==> src/rtl/descrambler15.sv <==
// descrambler15 -- self-synchronizing serial descrambler, x^15 + x^14 + 1.
//
// Receive-side counterpart of the 15-bit scrambler. Recovers one payload
// bit per valid cycle, tracks whether the history register has been filled
// with enough received bits to be trusted, and, when enabled, checks an
// idle (all-zero) payload for bit errors with windowed loss-of-lock.
//
// Ports:
//   clk        clock, rising-edge
//   rst        synchronous, active-high reset
//   in_valid   in_bit is valid this cycle
//   in_bit     scrambled line bit
//   resync     single-cycle pulse restarting lock acquisition
//   chk_en     enables idle-pattern error checking while locked
//   clear_err  clears err_cnt (wins over a simultaneous increment)
//   out_valid  out_bit is valid (in_valid delayed one cycle)
//   out_bit    descrambled bit
//   locked     history register is filled and trusted
//   err_cnt    saturating count of checked error bits
module descrambler15 #(
    parameter int unsigned ERR_W      = 16,
    parameter int unsigned WIN_LEN    = 64,
    parameter int unsigned ERR_THRESH = 8
) (
    input  logic             clk,
    input  logic             rst,
    input  logic             in_valid,
    input  logic             in_bit,
    input  logic             resync,
    input  logic             chk_en,
    input  logic             clear_err,
    output logic             out_valid,
    output logic             out_bit,
    output logic             locked,
    output logic [ERR_W-1:0] err_cnt
);

    typedef enum logic {
        FILL,
        LOCKED
    } state_t;

    state_t      state;
    logic [14:0] sr;
    logic [3:0]  fill_cnt;
    // Nine bits cover the full WIN_LEN / ERR_THRESH range of 2..256.
    logic [8:0]  win_cnt;
    logic [8:0]  win_err;

    logic descr;
    logic check;
    logic err;
    logic thresh_hit;

    always_comb begin
        descr      = in_bit ^ sr[13] ^ sr[14];
        // Accounting uses the state before the edge; a resync bit is never checked.
        check      = (state == LOCKED) && chk_en && in_valid && !resync;
        err        = check && descr;
        thresh_hit = err && ((win_err + 9'd1) == 9'(ERR_THRESH));
    end

    always_ff @(posedge clk) begin
        if (rst) begin
            state     <= FILL;
            sr        <= '0;
            fill_cnt  <= '0;
            win_cnt   <= '0;
            win_err   <= '0;
            out_valid <= 1'b0;
            out_bit   <= 1'b0;
            locked    <= 1'b0;
            err_cnt   <= '0;
        end else begin
            out_valid <= in_valid;
            if (in_valid) begin
                out_bit <= descr;
                sr      <= {sr[13:0], in_bit};
            end

            if (clear_err) begin
                err_cnt <= '0;
            end else if (err && (err_cnt != '1)) begin
                err_cnt <= err_cnt + 1'b1;
            end

            if (resync) begin
                state    <= FILL;
                locked   <= 1'b0;
                fill_cnt <= '0;
                win_cnt  <= '0;
                win_err  <= '0;
            end else begin
                case (state)
                    FILL: begin
                        if (in_valid) begin
                            if (fill_cnt == 4'd14) begin
                                state    <= LOCKED;
                                locked   <= 1'b1;
                                fill_cnt <= '0;
                            end else begin
                                fill_cnt <= fill_cnt + 4'd1;
                            end
                        end
                    end
                    LOCKED: begin
                        if (thresh_hit) begin
                            state    <= FILL;
                            locked   <= 1'b0;
                            fill_cnt <= '0;
                            win_cnt  <= '0;
                            win_err  <= '0;
                        end else if (check) begin
                            if (win_cnt == 9'(WIN_LEN - 1)) begin
                                win_cnt <= '0;
                                win_err <= '0;
                            end else begin
                                win_cnt <= win_cnt + 9'd1;
                                win_err <= win_err + {8'd0, err};
                            end
                        end
                    end
                    default: begin
                        state  <= FILL;
                        locked <= 1'b0;
                    end
                endcase
            end
        end
    end

endmodule
==> config.mk <==
export PLATFORM = sky130hd
export DESIGN_NAME = descrambler15
export DESIGN_NICKNAME = d
export VERILOG_FILES = /design/src/rtl/descrambler15.sv
export SDC_FILE = /design/constraint.sdc
export NUM_CORES = 1
export LEC_CHECK = 0
export BUFFER_PORTS_ARGS = -buffer_cell sky130_fd_sc_hd__buf_4
export CORE_UTILIZATION = 45
export CTS_BUF_LIST = sky130_fd_sc_hd__clkbuf_2
export CTS_CLUSTER_SIZE = 10
export DETAILED_ROUTE_END_ITERATION = 6
export SYNTH_ARGS = -nofsm -noshare
export SYNTH_HDL_FRONTEND = slang
export SYNTH_SLANG_ARGS = --single-unit
==> constraint.sdc <==
create_clock -name clk -period 4.56 [get_ports clk]
set_input_delay 0.912 -clock clk [delete_from_list [all_inputs] [get_ports clk]]
set_output_delay 0.912 -clock clk [all_outputs]
set_load 0.01 [all_outputs]
==> impl_metrics.toml, run 1 <==
[sta]
setup_viol = 0
rsz0062_at_grt = "no"
holdWs_ns = 0.485
timing.fmax_ghz = 0.361
fin_tns_setup_ns = 0
hold_viol = 0
min_period_ns = 2.77
skew_ns = 0.0160
worst_slew_pin_slew_ns = 0.908
drv_slew = 0
relSlewSlack_pct = 39.2
period_share_pct = 60.7

[grt]
grt_start_max_net_pins = 24
antenna_found_initial = 0
grt_pass1_vias = 1985
gr-total-overflow = 0
globalRouteTotalUtil_pct = 19.0
grt_first_pass_wirelength_um = 9290

[clocking]
root_buffer = "clkbuf_2"
cts_inserted_buffers = 9
cts_setup_buffers = 0
ctsHoldBuffers = 0
clkTransAtPathRegs_ns = 0.16
cts_sinks = 57
post_cts_resized = 0
clock_latency_ns = 0.48
cts_max_level = 3
cts_buffer_depth = 2
cts_tree = "yes"

[synthesis]
synth-async-reset-ratio_pct = 0
synth_fp_nets = 327
avgSynthCellArea_um2 = 8.71
synthFlopType = "dfxtp_1"
synth_edf_count = 0
ys_top_cells_by_area = "dfxtp_1 42%, mux2i_1 6.6%, nor2_1 5.9%"
synth.largest_area_cell = "dfxtp_1"
yosysUniqueCellTypes = 47
synthCells = 314
syn_area_mm2 = 0.00274
ys_seq_area_share_pct = 41.7
synth_top_area_share_pct = 41.7
ys_ff_latch = 57
synth_warnings = 0

[worst_setup_path]
critPathCaptureType = "flop"
cp-start-kind = "input pin"
critical_path_class = "input pin to flop"
critPathRequiredTime_ns = 4.95
worst-path-max-fanout = 21
crit_arrival_ns = 3.16

[routing]
antenna_left = 0
drt_first_pass_iters = 4
drt_iter0_drc = 137
wl_um = 5520
remaining_drc_errors = 0
wire_per_inst_um = 13.3
vias = 2256
vias_per_cell = 5.44

[min_path]
hold_class = "flop to flop"

[finish]
synthToLayoutAreaGrowth_pct = 12.8
antenna_cells = 0
layout_common_cells = "57 x dfxtp_1, 43 x nor2_1, 28 x nand3_1, 26 x buf_4, 23 x nand2_1"
regArea_mm2 = 0.00114
drive_gt1_share_pct = 17.1
fill_cells = 570
multiInputGateArea_mm2 = 0.00151
nNetsFinal = 348
final_common_cell = "dfxtp_1"

[run_status]
status = "complete, no violations"

[floorplan]
die_w_um = 80.0
die_y_um = 80.0
num_io_pins = 26
start_util_pct = 46.5
coreArea_mm2 = 0.00589
num_rows = 28
die_area_mm2 = 0.00640

[power_and_ir_drop]
pwr-share-seq_pct = 55.6
switching_share_pct = 23.6
ir_drop_mv = 0.183
clockPowerShare_pct = 40.8
comb_power_share_pct = 3.5
power_density_mw_per_mm2 = 293
p_int_uw = 690
power.switching_uw = 213
power_leakage_uw = 0.00115

[place]
place.gp.congestion = 0.777
post-dp-hpwl_um = 3700
numPortBuffers = 25

[flow_run]
max_cap_violations = 0
## layer usage
metal | vias up | share of wire, % | track usage [%]
met5 | - | 0 | 0
met4 | 0 | 1.8 | 9.82
met3 | 10 | 3.2 | 4.11
met2 | 35 | 43 | 27.3
met1 | 1047 | 52 | 26.4
li1 | 1164 | - | -
## critical path, cell delays in order
cell and delay [ns]:
buf_4 0.28, and4b_2 0.53, nand2_4 0.12, inv_2 0.10
ha_1 0.18, ha_1 0.20, nand3_1 0.12, or2_2 0.33
and3_1 0.19, o21ai_1 0.12, nand2_1 0.06
## worst paths after layout
kind	startpoint	endpoint	slack, ns	cells after the start
setup / recovery	in_valid	win_err[6]	1.79	11
setup reg to reg	state	win_err[6]	2.00	10
hold / removal	win_cnt[1]	win_cnt[1]	0.48	2
hold reg to reg	win_cnt[1]	win_cnt[1]	0.48	2
## final cells by class
type,count,area share [%]
clock buffer,9,1.46
clock inverter,7,2.76
inverter,4,0.486
multi-input combinational,237,49.0
sequential,57,37.0
tap,75,3.04
timing repair buffer,26,6.32
## registers in the layout (all words and copies together), names as in the netlist
name       cells
err_cnt       16
fill_cnt       4
locked         1
out_bit        1
out_valid      1
sr            15
state          1
win_cnt        9
win_err        9
## cell families after synthesis
family | count (synthesis) | share of synthesized area [%]
XOR/XNOR | 15 | 5.40
multiplexers | 18 | 6.58
flip-flops | 57 | 41.7
AND/OR/NAND/NOR | 160 | 32.3
AO/OA/AOI/OAI | 38 | 8.18
buffers and inverters | 20 | 3.06
adder cells (fa/ha/maj) | 6 | 2.74
## synth_stat cells (all sizes together) (5+ instances only)
master / count
nor2: 43
nor4: 10
and3: 8
nor3: 13
buf: 9
xnor2: 14
nand2: 24
mux2i: 18
o21ai: 10
a21oi: 16
nand3: 29
nand4: 6
ha: 6
nand4b: 5
dfxtp: 57
or2: 5
clkbuf: 7
## through the flow
stage	setup slack, ns	cells	cell area [um^2]	power [uW]	utilization [%]
after floorplan	1.85	314	2740	535	-
after global placement	1.34	399	2960	545	50.2
after detailed placement	1.28	399	2960	546	50.2
after CTS	1.82	415	3090	919	52.4
after global routing	1.68	415	3090	942	52.4
final	1.79	415	3090	903	52.4
## power by group through the flow
| stage | sequential [uW] | combinational (uW) | clock, uW |
|---|---|---|---|
| 3_5_place_dp | 513 | 32.3 | 0 |
| 2_1_floorplan | 513 | 22.1 | 0 |
| 5_1_grt | 503 | 35.3 | 404 |
| 6_report | 503 | 31.8 | 369 |
| 3_3_place_gp | 513 | 32.2 | 0 |
| 4_1_cts | 503 | 32.4 | 384 |
(Power assumes the default switching activity.)
==> run 2, diff against run 1 <==
- PLACE_DENSITY: unset -> 0.66
- clock period: 4.56 -> 2.36 ns (I/O delays scaled with it)
==> run 2 against run 1 <==
Against the previous run: cell count up 1.7%; sequential cell count is the same; wire length increased by 1.3%; non-clock buffer count grew 7; clock-buffer cell count unchanged.
==> impl_metrics.toml, run 2 (synthesis gave the netlist of run 1 again) <==
[power_and_ir_drop]
ir_drop_mv = 0.422
power_uw = 1800
power_density_mw_per_mm2 = 570
power_leakage_uw = 0.00118

[routing]
vias_per_cell = 5.47
drt_iter0_drc = 94
antenna_left = 0
drt_first_pass_iters = 6
vias = 2307
remaining_drc_errors = 0
wire_per_inst_um = 13.2
wl_um = 5590

[finish]
largest_reg_flops = 16
drive_gt1_share_pct = 19.3
layout_common_cells = "56 x dfxtp_1, 43 x nor2_1, 33 x buf_4, 28 x nand3_1, 23 x nand2_1"
nNetsFinal = 355
final_common_cell = "dfxtp_1"
synthToLayoutAreaGrowth_pct = 15.5
largest-register = "err_cnt"
final_util_pct = 53.7
top_regs = "err_cnt x16, sr x15"
antenna_cells = 0
fin_cells = 422

[clocking]
clkTransAtPathRegs_ns = 0.17
cts_tree = "yes"
post_cts_resized = 0
cts_sinks = 57
ctsHoldBuffers = 0
clock_latency_ns = 0.51
cts_max_level = 3
cts_inserted_buffers = 9
cts_setup_buffers = 0
root_buffer = "clkbuf_2"
cts_buffer_depth = 2

[floorplan]
die_w_um = 80.0
num_rows = 28
coreArea_mm2 = 0.00589
start_util_pct = 46.5
die_y_um = 80.0
die_area_mm2 = 0.00640
num_io_pins = 26

[worst_setup_path]
critical_path.startpoint = "state"
worst-path-max-fanout = 8
critical_path_class = "flop to flop"
cp-start-kind = "flop"
critPathCaptureType = "flop"
worstPathCellList = "and4b_2 -> nand2_4 -> inv_2 -> ha_2 -> ha_1 -> nand3_1 -> or2_2 -> and3_1 -> o21ai_1 -> nand2_1"
critPathRequiredTime_ns = 2.76
cp_num_buf_inv = 1
cpMaxStageDelayCell = "dfxtp_2"
cpPeakStageDelay_ns = 0.43
timing.rr.start = "state"
crit_arrival_ns = 2.51
cpLargestDelayFamily = "simple AND/OR/NAND/NOR gates"

[sta]
period_share_pct = 89.7
rsz0062_at_grt = "no"
relSlewSlack_pct = 42.0
skew_ns = 0.0275
setup_viol = 0
holdWs_ns = 0.233
worst_slew_pin_slew_ns = 0.870
drv_slew = 0
timing.fmax_ghz = 0.472
min_period_ns = 2.12
fin_tns_setup_ns = 0
hold_viol = 0

[grt]
grt_start_max_net_pins = 23
antenna_found_initial = 0
grt_pass1_vias = 1978
globalRouteTotalUtil_pct = 18.5
grt_first_pass_wirelength_um = 9040
gr-total-overflow = 0

[place]
place.gp.congestion = 0.792
post-dp-hpwl_um = 3780
numPortBuffers = 25
dp_cells = 406

[min_path]
holdCritStartpoint = "in_bit"
hold_class = "input pin to flop"

[run_status]
status = "complete, no violations"

[flow_run]
max_cap_violations = 0
[run 2: metal layers]
metal	GRT usage (%)	part of all wire [%]	vias up
met3	5.14	3.9	8
met4	8.57	1.5	0
met2	27.8	45	50
met5	0	0	-
li1	-	-	1175
met1	24.4	49	1074
[run 2: path summary, 6_finish.rpt]
check / to / slack [ns] / cells past startpoint
worst max-delay path: win_err[6] / 0.24 / 10
worst min-delay path: sr[0] / 0.23 / 3
worst max register to register: win_err[6] / 0.24 / 10
worst min register to register: win_cnt[1] / 0.49 / 2
[run 2: power by group]
| group | switching, uW | internal [uW] |
|---|---|---|
| clock | 404 | 359 |
| combinational | 39.5 | 27.4 |
| sequential | 2.70 | 969 |
[run 2: tightest hold or removal path: stages]
cell,delay (ns)
buf_4,0.09
mux2i_1,0.06
nor2_1,0.08
[run 2: stage by stage]
step | instance area (um^2) | setup slack, ns
after floorplan | 2740 | 0.0921
after global placement | 3010 | 0.0766
after detailed placement | 3010 | 0.0249
after CTS | 3160 | 0.142
after global routing | 3160 | 0.0789
final | 3160 | 0.243
[run 2: final cells by class]
cell class	count	area, um^2
repair buffers	33	248
multi-input cells	237	1510
clock inverters	7	103
flip-flops and latches	57	1140
well taps	75	93.8
fillers	575	2730
inverters	4	15.0
clock buffers	9	45.0
==> run 3, diff against run 2 <==
- CELL_PAD_IN_SITES_DETAIL_PLACEMENT: unset -> 1
- CELL_PAD_IN_SITES_GLOBAL_PLACEMENT: unset -> 1
- CORE_UTILIZATION: 45 -> 42
- PLACE_DENSITY: 0.66 -> unset
- PLACE_DENSITY_LB_ADDON: unset -> 0.1
==> run 3 against run 2 <==
Against the previous run: hold slack got worse by 0.023 ns; utilization fell by 4.4 points; global-route usage rose by 1.4 points; via count rose by 2.1%; first-iteration DRC count fell by 38%; total power fell by 12%; cell count rose by 0.47%; clock skew fell by 0.0075 ns; clock-buffer cell count did not move; sequential share of layout area rose by 0.58 points; wire length rose by 14%; critical endpoint unchanged; largest cell class unchanged; highest routed layer unchanged.
==> impl_metrics.toml, run 3 (synthesis gave the netlist of run 1 again) <==
[clocking]
cts_buffer_depth = 2
post_cts_resized = 0
cts_sinks = 57
clkTransAtPathRegs_ns = 0.18
cts_tree = "yes"
cts_setup_buffers = 0
clock_latency_ns = 0.50
cts_inserted_buffers = 9
ctsHoldBuffers = 0
cts_max_level = 3
root_buffer = "clkbuf_2"

[finish]
layout_common_cells = "56 x dfxtp_1, 43 x nor2_1, 33 x buf_4, 28 x nand3_1, 23 x nand2_1"
synthToLayoutAreaGrowth_pct = 13.7
top_regs = "err_cnt x16, sr x15"
largest-register = "err_cnt"
largest_reg_flops = 16
final_common_cell = "dfxtp_1"
drive_gt1_share_pct = 19.3
fin_cells = 424
antenna_cells = 0
nNetsFinal = 355

[routing]
vias_per_cell = 5.55
wire_per_inst_um = 15.1
antenna_left = 0
drt_iter0_drc = 58
remaining_drc_errors = 0
wl_um = 6390
vias = 2355
drt_first_pass_iters = 4

[sta]
setup_viol = 0
relSlewSlack_pct = 39.0
hold_viol = 0
rsz0062_at_grt = "no"
timing.fmax_ghz = 0.463
period_share_pct = 91.5
skew_ns = 0.0201
fin_tns_setup_ns = 0
worst_slew_pin_slew_ns = 0.915
min_period_ns = 2.16
worst_slack_ns = 0.202
drv_slew = 0

[min_path]
holdCritStartpoint = "in_bit"
hold_class = "input pin to flop"
min_to = "sr[0]"
whs_path_depth = 3

[worst_setup_path]
worst-path-max-fanout = 8
ff2ff_path_depth = 10
cp_num_buf_inv = 1
r2r_slack_ns = 0.20
crit_arrival_ns = 2.56
cpMaxStageDelayCell = "dfxtp_2"
critPathCaptureType = "flop"
cpMostUsedCell = "ha_1"
critPathRequiredTime_ns = 2.76
worstPathCellList = "and4b_2 -> nand2_4 -> inv_2 -> ha_1 -> ha_1 -> nand3_1 -> or2_2 -> and3_1 -> o21ai_1 -> nand2_1"
critical_path_class = "flop to flop"
cpPeakStageDelay_ns = 0.44
timing.rr.start = "state"
cpLargestDelayFamily = "simple AND/OR/NAND/NOR gates"
cp-start-kind = "flop"
r2r-end = "win_err[6]"

[floorplan]
die_w_um = 82.7
die_area_mm2 = 0.00684
coreArea_mm2 = 0.00631
die_y_um = 82.7
start_util_pct = 43.3
num_io_pins = 26
num_rows = 29

[grt]
grt_first_pass_wirelength_um = 9920
grt_pass1_vias = 2098
gr-total-overflow = 0
antenna_found_initial = 0
globalRouteTotalUtil_pct = 19.9
grt_start_max_net_pins = 24

[run_status]
status = "complete, no violations"

[flow_run]
max_cap_violations = 0

[place]
place.gp.congestion = 0.773
post-dp-hpwl_um = 4480
numPortBuffers = 25
dp_cells = 408
dp_slack_ns = -0.00495

[power_and_ir_drop]
power_leakage_uw = 0.00116
ir_drop_mv = 0.281
power_density_mw_per_mm2 = 507
power_uw = 1580
-- run 3: changes by cell type in the layout (fill, tap and decap cells not counted) --
cell	before	now
clkinv_2	0	3
clkinv_4	3	0
bufinv_16	2	0
clkinvlp_4	1	3
ha_1	5	6
ha_2	1	0
nor4_1	7	6
nor4_2	2	3
-- run 3: power breakdown --
part           internal (uW)  switching [uW]
registers                969            2.69
clock network            135             402
logic                   27.4            41.0
-- run 3: worst register-to-register path: stages (launching register included) --
cell and delay, ns:
dfxtp_2 0.44, and4b_2 0.29, nand2_4 0.06, inv_2 0.08
ha_1 0.18, ha_1 0.18, nand3_1 0.12, or2_2 0.35
and3_1 0.19, o21ai_1 0.12, nand2_1 0.06
-- run 3: layout make-up --
cell class | count | area, um^2
clock buffer | 9 | 45.0
clock inverter | 7 | 46.3
fill | 808 | 3200
inverter | 4 | 15.0
multi-input combinational | 237 | 1520
sequential | 57 | 1140
tap | 77 | 96.3
timing repair buffer | 33 | 248
-- run 3: per-layer routing --
layer  vias up  routed length (um)  track usage, %
li1       1184                   -               -
met1      1142                2990            23.7
met2        22                3120            33.5
met3         7                 194            5.60
met4         0                  80            7.93
met5         -                   0               0
-- run 3: worst max path at each step --
stage / depth (start not counted) / to / startpoint
after floorplan: 11 / win_err[6] / resync
after global placement: 11 / win_err[6] / resync
after detailed placement: 11 / win_err[6] / resync
after CTS: 10 / win_err[6] / sr[13]
after global routing: 10 / win_err[6] / state
final: 10 / win_err[6] / state
-- run 3: through the flow --
step           area, um^2  hold slack (ns)  util (%)
2_1_floorplan        2740            0.440         -
3_3_place_gp         3010            0.461      47.7
3_5_place_dp         3010            0.468      47.7
4_1_cts              3100            0.176      49.1
5_1_grt              3110            0.193      49.3
6_report             3110            0.210      49.3
